File: src/rtl/sdram_port_arbiter.sv
// SDRAM front end: power-up init sequencer, periodic refresh scheduler and two-port access arbiter.
// Build option SDRAM_ARB_RR_EN: round-robin between ports; when undefined, port 0 has fixed priority.
module sdram_port_arbiter #(
  parameter int ADDR_W           = 16,
  parameter int CYCLE_LEN        = 8,
  parameter int GAP_LEN          = 1,
  parameter int REFRESH_INTERVAL = 500,
  parameter int INIT_CLKS        = 16,
  parameter int INIT_CYCLES      = 32
) (
  input  logic              clk,
  input  logic              reset,
  input  logic              p0_req,
  input  logic              p0_we,
  input  logic [ADDR_W-1:0] p0_addr,
  output logic              p0_ack,
  input  logic              p1_req,
  input  logic              p1_we,
  input  logic [ADDR_W-1:0] p1_addr,
  output logic              p1_ack,
  output logic              mem_init,
  output logic [ADDR_W-1:0] mem_addr,
  output logic              mem_ce,
  output logic              mem_we,
  output logic              mem_refresh,
  output logic              mem_sel,
  output logic              ready
);

  localparam int CNT_MAX = (INIT_CLKS > CYCLE_LEN) ?
                           ((INIT_CLKS > GAP_LEN) ? INIT_CLKS : GAP_LEN) :
                           ((CYCLE_LEN > GAP_LEN) ? CYCLE_LEN : GAP_LEN);
  localparam int CNT_W  = $clog2(CNT_MAX + 1);
  localparam int PAIR_W = $clog2(INIT_CYCLES + 1);
  localparam int REF_W  = $clog2(REFRESH_INTERVAL + 1);

  localparam logic [CNT_W-1:0]  INIT_LAST  = CNT_W'(INIT_CLKS - 1);
  localparam logic [CNT_W-1:0]  CYCLE_LAST = CNT_W'(CYCLE_LEN - 1);
  localparam logic [CNT_W-1:0]  GAP_LAST   = CNT_W'(GAP_LEN - 1);
  localparam logic [PAIR_W-1:0] PAIR_LAST  = PAIR_W'(INIT_CYCLES - 1);
  localparam logic [REF_W-1:0]  REF_LAST   = REF_W'(REFRESH_INTERVAL - 1);

  typedef enum logic [2:0] {
    S_INIT_WAIT,
    S_INIT_REF,
    S_INIT_GAP,
    S_IDLE,
    S_ACCESS,
    S_GAP
  } state_t;

  state_t              r_state;
  logic [CNT_W-1:0]    r_cnt;
  logic [PAIR_W-1:0]   r_pair;
  logic [REF_W-1:0]    r_ref_cnt;
  logic                r_ref_pend;
  logic                r_mem_init;
  logic [ADDR_W-1:0]   r_mem_addr;
  logic                r_mem_ce;
  logic                r_mem_we;
  logic                r_mem_refresh;
  logic                r_mem_sel;
  logic                r_ready;
  logic                r_p0_ack;
  logic                r_p1_ack;
`ifdef SDRAM_ARB_RR_EN
  logic                r_last_grant;
`endif

  logic                w_ref_expire;
  logic                w_ref_start;
  logic                w_port_req;
  logic                w_grant;
  logic                w_grant_we;
  logic [ADDR_W-1:0]   w_grant_addr;

  // An expiry in the same clock as a port request already beats the port.
  assign w_ref_expire = r_ready && (r_ref_cnt == REF_LAST);
  assign w_ref_start  = (r_state == S_IDLE) && (r_ref_pend || w_ref_expire);
  assign w_port_req   = p0_req || p1_req;

`ifdef SDRAM_ARB_RR_EN
  assign w_grant = (p0_req && p1_req) ? ~r_last_grant : ~p0_req;
`else
  assign w_grant = ~p0_req;
`endif
  assign w_grant_we   = w_grant ? p1_we   : p0_we;
  assign w_grant_addr = w_grant ? p1_addr : p0_addr;

  // Free-running refresh interval timer; at most one refresh is ever pending.
  always_ff @(posedge clk) begin
    if (reset) begin
      r_ref_cnt  <= '0;
      r_ref_pend <= 1'b0;
    end else if (r_ready) begin
      r_ref_cnt <= w_ref_expire ? '0 : r_ref_cnt + 1'b1;
      if (w_ref_start)
        r_ref_pend <= r_ref_pend && w_ref_expire;
      else if (w_ref_expire)
        r_ref_pend <= 1'b1;
    end
  end

  always_ff @(posedge clk) begin
    if (reset) begin
      r_state       <= S_INIT_WAIT;
      r_cnt         <= '0;
      r_pair        <= '0;
      r_mem_init    <= 1'b1;
      r_mem_addr    <= '0;
      r_mem_ce      <= 1'b0;
      r_mem_we      <= 1'b0;
      r_mem_refresh <= 1'b0;
      r_mem_sel     <= 1'b0;
      r_ready       <= 1'b0;
      r_p0_ack      <= 1'b0;
      r_p1_ack      <= 1'b0;
`ifdef SDRAM_ARB_RR_EN
      r_last_grant  <= 1'b1;
`endif
    end else begin
      r_p0_ack <= 1'b0;
      r_p1_ack <= 1'b0;
      case (r_state)
        S_INIT_WAIT: begin
          if (r_cnt == INIT_LAST) begin
            r_cnt         <= '0;
            r_mem_init    <= 1'b0;
            r_mem_refresh <= 1'b1;
            r_state       <= S_INIT_REF;
          end else begin
            r_cnt <= r_cnt + 1'b1;
          end
        end
        S_INIT_REF: begin
          if (r_cnt == CYCLE_LAST) begin
            r_cnt         <= '0;
            r_mem_refresh <= 1'b0;
            r_state       <= S_INIT_GAP;
          end else begin
            r_cnt <= r_cnt + 1'b1;
          end
        end
        S_INIT_GAP: begin
          if (r_cnt == GAP_LAST) begin
            r_cnt <= '0;
            if (r_pair == PAIR_LAST) begin
              r_ready <= 1'b1;
              r_state <= S_IDLE;
            end else begin
              r_pair        <= r_pair + 1'b1;
              r_mem_refresh <= 1'b1;
              r_state       <= S_INIT_REF;
            end
          end else begin
            r_cnt <= r_cnt + 1'b1;
          end
        end
        S_IDLE: begin
          if (w_ref_start) begin
            r_mem_refresh <= 1'b1;
            r_mem_we      <= 1'b0;
            r_state       <= S_ACCESS;
          end else if (w_port_req) begin
            r_mem_ce   <= 1'b1;
            r_mem_we   <= w_grant_we;
            r_mem_addr <= w_grant_addr;
            r_mem_sel  <= w_grant;
`ifdef SDRAM_ARB_RR_EN
            r_last_grant <= w_grant;
`endif
            r_state    <= S_ACCESS;
          end
        end
        S_ACCESS: begin
          if (r_cnt == CYCLE_LAST) begin
            r_cnt         <= '0;
            r_mem_ce      <= 1'b0;
            r_mem_refresh <= 1'b0;
            r_p0_ack      <= r_mem_ce && !r_mem_sel;
            r_p1_ack      <= r_mem_ce && r_mem_sel;
            r_state       <= S_GAP;
          end else begin
            r_cnt <= r_cnt + 1'b1;
          end
        end
        S_GAP: begin
          if (r_cnt == GAP_LAST) begin
            r_cnt   <= '0;
            r_state <= S_IDLE;
          end else begin
            r_cnt <= r_cnt + 1'b1;
          end
        end
        default: r_state <= S_INIT_WAIT;
      endcase
    end
  end

  assign mem_init    = r_mem_init;
  assign mem_addr    = r_mem_addr;
  assign mem_ce      = r_mem_ce;
  assign mem_we      = r_mem_we;
  assign mem_refresh = r_mem_refresh;
  assign mem_sel     = r_mem_sel;
  assign ready       = r_ready;
  assign p0_ack      = r_p0_ack;
  assign p1_ack      = r_p1_ack;

endmodule
File: config.mk
export PLATFORM = sky130hd
export DESIGN_NAME = sdram_port_arbiter
export DESIGN_NICKNAME = d
export VERILOG_FILES = /design/src/rtl/sdram_port_arbiter.sv
export SDC_FILE = /design/constraint.sdc
export NUM_CORES = 1
export LEC_CHECK = 0
export BUFFER_PORTS_ARGS = -buffer_cell sky130_fd_sc_hd__buf_2
export CORE_MARGIN = 2
export CORE_UTILIZATION = 35
export CTS_CLUSTER_DIAMETER = 60
export DETAILED_ROUTE_END_ITERATION = 8
export GPL_TIMING_DRIVEN = 0
export PLACE_DENSITY = 0.52
export SETUP_SLACK_MARGIN = 0.1
export SLEW_MARGIN = 20
export SYNTH_ARGS = -nofsm -noshare
export SYNTH_HDL_FRONTEND = slang
export SYNTH_SLANG_ARGS = --single-unit
File: constraint.sdc
create_clock -name clk -period 2.35 [get_ports clk]
set_clock_uncertainty 0.15 [all_clocks]
set_input_delay 0.47 -clock clk [delete_from_list [all_inputs] [get_ports clk]]
set_output_delay 0.47 -clock clk [all_outputs]
set_load 0.1 [all_outputs]
; Yosys cells after proc, flatten, opt, wreduce, memory -nomap -nowiden
; Cells that the tools add are included.
; Widths: inputs -> output; s select.
[classes]
shift = 0
eq_ne = 20
reduce_logical = 27
n_bitwise = 5
n_mux = 29
n_div = 0
n_addsub = 3
mul = 0
magnitude_cmp = 0
[op_table]
columns = cell, count
row1 = $mux 3, 7
row2 = $ne 2x2->1 const B, 9
row3 = $pmux 3 s6, 1
row4 = $mux 16, 1
row5 = $mux 5, 3
row6 = $pmux 5 s3, 1
row7 = $mux 1, 12
row8 = $reduce_and 6->1, 2
row9 = $add 9x1->9 const B, 1
row10 = $eq 9x9->1 const B, 1
row11 = $mux 9, 1
row12 = $reduce_and 3->1, 3
row13 = $add 6x1->6 const B, 1
row14 = $eq 3x2->1 const B, 2
row15 = $eq 3x3->1 const B, 2
row16 = $eq 6x5->1 const B, 1
row17 = $reduce_and 2->1, 3
row18 = $reduce_bool 2->1, 3
row19 = $add 5x1->5 const B, 1
row20 = $eq 5x3->1 const B, 1
row21 = $eq 5x4->1 const B, 1
row22 = $logic_and 1x1->1, 5
row23 = $logic_not 5->1, 1
row24 = $not 1->1, 5
row25 = 14 further kinds, 16
[totals]
ram_bits = 0
output_inout_bits = 24
latchBits = 0
mem_bits_ro = 0
regBits = 48
n_memories = 0
wordCells = 98
inputBits = 38

; Depth between registers and ports, before layout
[logic_depth]
word_depth = 6
ltp_mapped = 8
mapped_depth_nobuf = 8

; Worst setup path after synthesis
; No wires, ideal clock.
[synth_path]
path_type = flip-flop to flip-flop
from = reg r_ready, in the netlist ready
to = reg r_mem_we, in the netlist mem_we
stages_incl_launch_ff = 5
synth_period_minus_slack_ns = 2.519
path_buffers = 1
t_arrival_ns = 2.252
setup_time_ns = 0.117
t_required_ns = 2.083
setup_slack_ns = -0.169
path_cell_list = dfxtp_1 nor4bb_1 a311oi_2 clkbuf_1 a32o_1
[synth_via]
elab_chain_cells = 5
word_cells_on_any_way = 6
classes_between = mux: 1 / reduce/logical: 5
[synth_rtl]
columns = element, line_no
row1 = start: declaration, 63  ; logic r_ready;
row2 = start signal: assignment, 115  ; r_ready <= 1'b0;
row3 = start signal: assignment, 148  ; r_ready <= 1'b1;
row4 = $logic_and 1x1->1 (*), 78  ; assign w_ref_expire = r_ready && (r_ref_cnt == REF_LAST);
row5 = $logic_or 1x1->1 (*), 79  ; assign w_ref_start = (r_state == S_IDLE) && (r_ref_pend || w_ref_expire);
row6 = $logic_and 1x1->1 (*), 79
row7 = $reduce_bool 2->1 (no line), --
row8 = $reduce_and 2->1 (no line), --
row9 = end signal: assignment, 166  ; r_mem_we <= w_grant_we;
row10 = end: declaration, 60  ; logic r_mem_we;
; Mark *: on every way between the ends. The rest lies on a longest branch, timed or not.
; A chain may end at the register's enable or synchronous reset.

; Final worst setup path
[layout_path]
from = reg r_cnt[0]
to = reg r_pair[3]
[layout_via]
elab_chain_cells = 2
[layout_rtl]
columns = element, line_no
row1 = start: declaration, 53  ; logic [CNT_W-1:0] r_cnt;
row2 = start signal: assignment, 132  ; r_cnt <= r_cnt + 1'b1;
row3 = start signal: assignment, 141  ; r_cnt <= r_cnt + 1'b1;
row4 = start signal: assignment, 156  ; r_cnt <= r_cnt + 1'b1;
row5 = $logic_not 5->1, 145  ; if (r_cnt == GAP_LAST) begin
row6 = $reduce_and 3->1 (no line), --
row7 = end signal: assignment, 151  ; r_pair <= r_pair + 1'b1;
row8 = end: declaration, 54  ; logic [PAIR_W-1:0] r_pair;
; Every way passes these cells.

==> Flow_metrics.wiki <==
{| class="wikitable"
! Metric !! Value
|-
| Data arrival time of the critical path || 2.32 ns
|-
| DP Area || 2910 sq um
|-
| Inserted Clock Buffers || 5
|-
| Share of the core filled with cells || a little under half
|-
| Core Area || 6830 sq um
|-
| Area growth from synthesis to layout || 25.5%
|-
| Leading area contributor after synthesis || sky130_fd_sc_hd__dfxtp_1
|-
| Remaining design rule violation count || 0
|-
| Via total after detailed routing || ~2300
|-
| Largest cells by area after synthesis || sky130_fd_sc_hd__dfxtp_1 39%, sky130_fd_sc_hd__mux2i_1 7.7%, sky130_fd_sc_hd__a211oi_1 6.7%
|-
| GRT Overall Usage || between 15 and 20%
|-
| Overflow left after global routing || 0
|-
| Post-Synthesis Cells || between 200 and 300
|-
| Hold buffer count at cts || 0
|-
| Synthesized-area fraction occupied by adder cells || 3.04%
|-
| Switching power share of the total || between 20% and 30%
|-
| Die Span X || 88.0 microns
|-
| Clock group share of total power || between 30% and 40%
|-
| Startpoint types || flop
|-
| Number of antenna violations at the first check in global routing || 0
|-
| Cell area after layout || approximately 3100 sq um
|-
| Maximum vdd drop || ~0.23 mV
|-
| Synth Register Bits || 48
|-
| Cell total after placement || between 400 and 500
|-
| Combinational family with the most area after synthesis || simple AND/OR/NAND/NOR gates
|-
| Share of power burned in combinational logic || ~9.0%
|-
| Nets@finish || 397
|-
| Top_reg_cell synth || sky130_fd_sc_hd__dfxtp_1
|-
| Clock Path Buffers || 2
|-
| Routed wire per std cell || 13.6 microns
|-
| RD Place Congestion || around 0.81
|-
| # clock sinks || 48
|-
| Final period demand of the worst path || about 2.2 ns
|-
| Asr flop ratio synth || 0%
|-
| Category of the critical setup timing path || flop to flop
|-
| Average via count per standard cell || 5.13
|-
| Max Freq || 0.449 GHz
|-
| Area enclosed by the die boundary || roughly 7800 sq um
|-
| Synth unique cells || 57
|-
| Count of non-filler cells in the finished layout || 450
|-
| Worst-margin pin slew || between 0.6 and 0.7 ns
|-
| Count of final hold-check violations || 0
|-
| Area share of and/or/nand/nor cells after synthesis || approximately 22%
|-
| PwrDens || 468 nW/um^2
|-
| Final slew viol count || 0
|-
| Skew-Pair Late Insertion Delay || between 0.3 and 0.4 ns
|-
| Effective utilization at floorplan || 36.2%
|-
| Violation count after the first detailed-routing iteration || 118
|-
| Worst Setup Slack, final || roughly 0.13 ns
|-
| Setup repair after global routing missed its margin || yes
|-
| DIE HEIGHT || between 80 and 90 microns
|-
| Maximum level of the CTS H-tree || 2
|-
| Fraction of final layout cells sized beyond drive strength 1 || 27.1%
|-
| Sw Pwr || 0.358 mW
|-
| Max cap viols || 0
|-
| Status || finished clean
|-
| Iteration count of the initial detailed-routing pass || 4
|-
| Share of the synthesized area in the top cell type || between 30% and 40%
|-
| Mean instance size in the synthesized netlist || around 9 sq um
|-
| Yosys synthesis warning count || 0
|-
| Vias in the first global route || 2021
|-
| Power Internal || 1.09 mW
|-
| Worst setup timing slack at the placement stage || -0.0857 ns
|-
| Global-route wire length before repair || 9910 microns
|-
| Largest net degree at the start of global routing || 15
|-
| Critical path endpoint category || flop
|-
| Post-detailed-routing wire length || around 6000 microns
|-
| Detailed placer's ending HPWL || 4420 microns
|-
| Share of the clock period used by the worst path after layout || roughly 95%
|-
| Total setup violations reported at the end of the flow || 0
|-
| Share of the synthesized area in compound gates (AO/OA/AOI/OAI) || around a fifth
|-
| Mux contribution to synthesized area || 8.15%
|-
| Number of port buffers || 61
|-
| Hold Crit Class || flop to flop
|-
| Headroom to the max-slew limit || 55.9%
|-
| Register area share after synthesis || 38.9%
|-
| Fraction of synthesized cell area in xor and xnor cells || 3.54%
|-
| Number of nets produced by synthesis || around 330
|-
| FP Rows || 30
|-
| Worst-case hold slack || just under 0.3 ns
|-
| Max Fanout on Critical Path || 7
|-
| IO Count || 62
|-
| Number of inserted diodes || 0
|-
| Clock tree from TritonCTS || done
|-
| Reg power frac || 56.6%
|-
| Number of enable-type register cells in the synthesized netlist || 0
|-
| Netlist area before placement || between 2000 and 2500 sq um
|-
| Number of nets with antenna violations after detailed routing || 0
|-
| Static Leak || 1.24 nW
|-
| Data required time at the worst endpoint || 2.45 ns
|-
| Clock slew seen by the registers of the worst setup and hold paths || ~0.09 ns
|-
| Clock tree root driver cell || sky130_fd_sc_hd__clkbuf_8
|}
-- synth_stat cells, types with 3 or more instances --
cell type	number
sky130_fd_sc_hd__dfxtp_1	48
sky130_fd_sc_hd__a211oi_1	22
sky130_fd_sc_hd__a31oi_1	4
sky130_fd_sc_hd__o21ai_0	3
sky130_fd_sc_hd__nor2_1	37
sky130_fd_sc_hd__nor4b_1	3
sky130_fd_sc_hd__nor4bb_1	3
sky130_fd_sc_hd__nand3b_1	6
sky130_fd_sc_hd__inv_1	6
sky130_fd_sc_hd__xor2_1	3
sky130_fd_sc_hd__or2_2	3
sky130_fd_sc_hd__nor3_1	4
sky130_fd_sc_hd__clkbuf_1	16
sky130_fd_sc_hd__a21oi_1	14
sky130_fd_sc_hd__nand3_1	10
sky130_fd_sc_hd__xnor2_1	7
sky130_fd_sc_hd__mux2i_1	19
sky130_fd_sc_hd__nand2b_1	3
sky130_fd_sc_hd__nand2_1	17
sky130_fd_sc_hd__ha_1	6
sky130_fd_sc_hd__nand4_1	3
-- cell usage in the layout (no fill, tap or decap), types with 2 or more instances in the layout --
master                       n
sky130_fd_sc_hd__a211oi_1   22
sky130_fd_sc_hd__a21oi_1    13
sky130_fd_sc_hd__a31oi_1     4
sky130_fd_sc_hd__and2_1      2
sky130_fd_sc_hd__buf_2      63
sky130_fd_sc_hd__buf_4       4
sky130_fd_sc_hd__buf_6       4
sky130_fd_sc_hd__clkbuf_1   14
sky130_fd_sc_hd__clkbuf_8    5
sky130_fd_sc_hd__dfxtp_1    45
sky130_fd_sc_hd__dfxtp_2     3
sky130_fd_sc_hd__ha_1        6
sky130_fd_sc_hd__inv_1       6
sky130_fd_sc_hd__mux2i_1    19
sky130_fd_sc_hd__nand2_1    17
sky130_fd_sc_hd__nand2b_1    3
sky130_fd_sc_hd__nand3_1    10
sky130_fd_sc_hd__nand3b_1    6
sky130_fd_sc_hd__nand4_1     3
sky130_fd_sc_hd__nand4bb_1   2
sky130_fd_sc_hd__nor2_1     37
sky130_fd_sc_hd__nor2b_1     2
sky130_fd_sc_hd__nor3_1      4
sky130_fd_sc_hd__nor4b_1     2
sky130_fd_sc_hd__o21ai_0     3
sky130_fd_sc_hd__o22ai_1     2
sky130_fd_sc_hd__or2_2       3
sky130_fd_sc_hd__or3b_2      2
sky130_fd_sc_hd__xnor2_1     7
sky130_fd_sc_hd__xor2_1      3
-- cells by family (layout without fill, tap and decap cells) --
group	Yosys count	in the layout
and+or+nand+nor	102	102
AOI/OAI and AO/OA	68	68
DFF	48	48
buffers and inverters	27	100
muxes	20	20
xor gates and xnor gates	10	10
adders and majority gates	6	6
-- power by group through the flow --
stage          Clock, mW  Sequential (mW)  Combinational (mW)
2_1_floorplan          0            0.840              0.0704
3_3_place_gp           0            0.840               0.121
3_5_place_dp           0            0.841               0.123
4_1_cts            0.519            0.822               0.124
5_1_grt            0.552            0.823               0.147
6_report           0.499            0.822               0.130
-- layer usage --
metal | GRT usage (%) | routed length (microns) | up-vias
li1 | - | - | 1179
met1 | 22.3 | 2890 | 1062
met2 | 25.1 | 2800 | 63
met3 | 4.24 | 393 | 6
met4 | 3.31 | 59 | 0
met5 | 0 | 0 | -
-- area by class of cell --
type                       count  area, sq um
buffer                        21          116
clock buffer                   7         76.3
clock inverter                 1         8.76
fill                         714         3730
inverter                       6         22.5
multi-input combinational    206         1460
sequential                    48          965
tap                           96          120
timing repair buffer          65          335
-- flip-flops by register name (all words and copies together), names as in the netlist, 3 cells and up --
name	cells
r_pair	6
r_state	3
r_ref_cnt	9
mem_addr	16
r_cnt	5
-- repair_timing --
item | CTS | global route
resized for setup | 6 | 26
pin swaps | 0 | 2
endpoints found under the setup margin | 21 | 21
setup buffers | 0 | 4
-- critical path: stages, from the launching register on --
cell                      delay, ns
sky130_fd_sc_hd__dfxtp_2       0.35
sky130_fd_sc_hd__inv_1         0.06
sky130_fd_sc_hd__ha_1          0.16
sky130_fd_sc_hd__or4b_4        0.47
sky130_fd_sc_hd__buf_6         0.15
sky130_fd_sc_hd__a211o_1       0.31
sky130_fd_sc_hd__or3_4         0.38
sky130_fd_sc_hd__a21oi_2       0.13
-- worst paths after layout --
path | slack [ns] | startpoint | endpoint | cells after the start
worst max-delay path | 0.13 | r_cnt[0] | r_pair[3] | 7
worst min-delay path | 0.29 | mem_init | mem_init | 2
worst max register to register | 0.13 | r_cnt[0] | r_pair[3] | 7
worst min register to register | 0.29 | mem_init | mem_init | 2
-- per-stage QoR --
stage,power [mW],setup TNS [ns]
2_1_floorplan,0.910,0
3_3_place_gp,0.962,-1.13
3_5_place_dp,0.963,-0.687
4_1_cts,1.46,0
5_1_grt,1.52,0
6_report,1.45,0
Power figures use the tool's default switching activity.
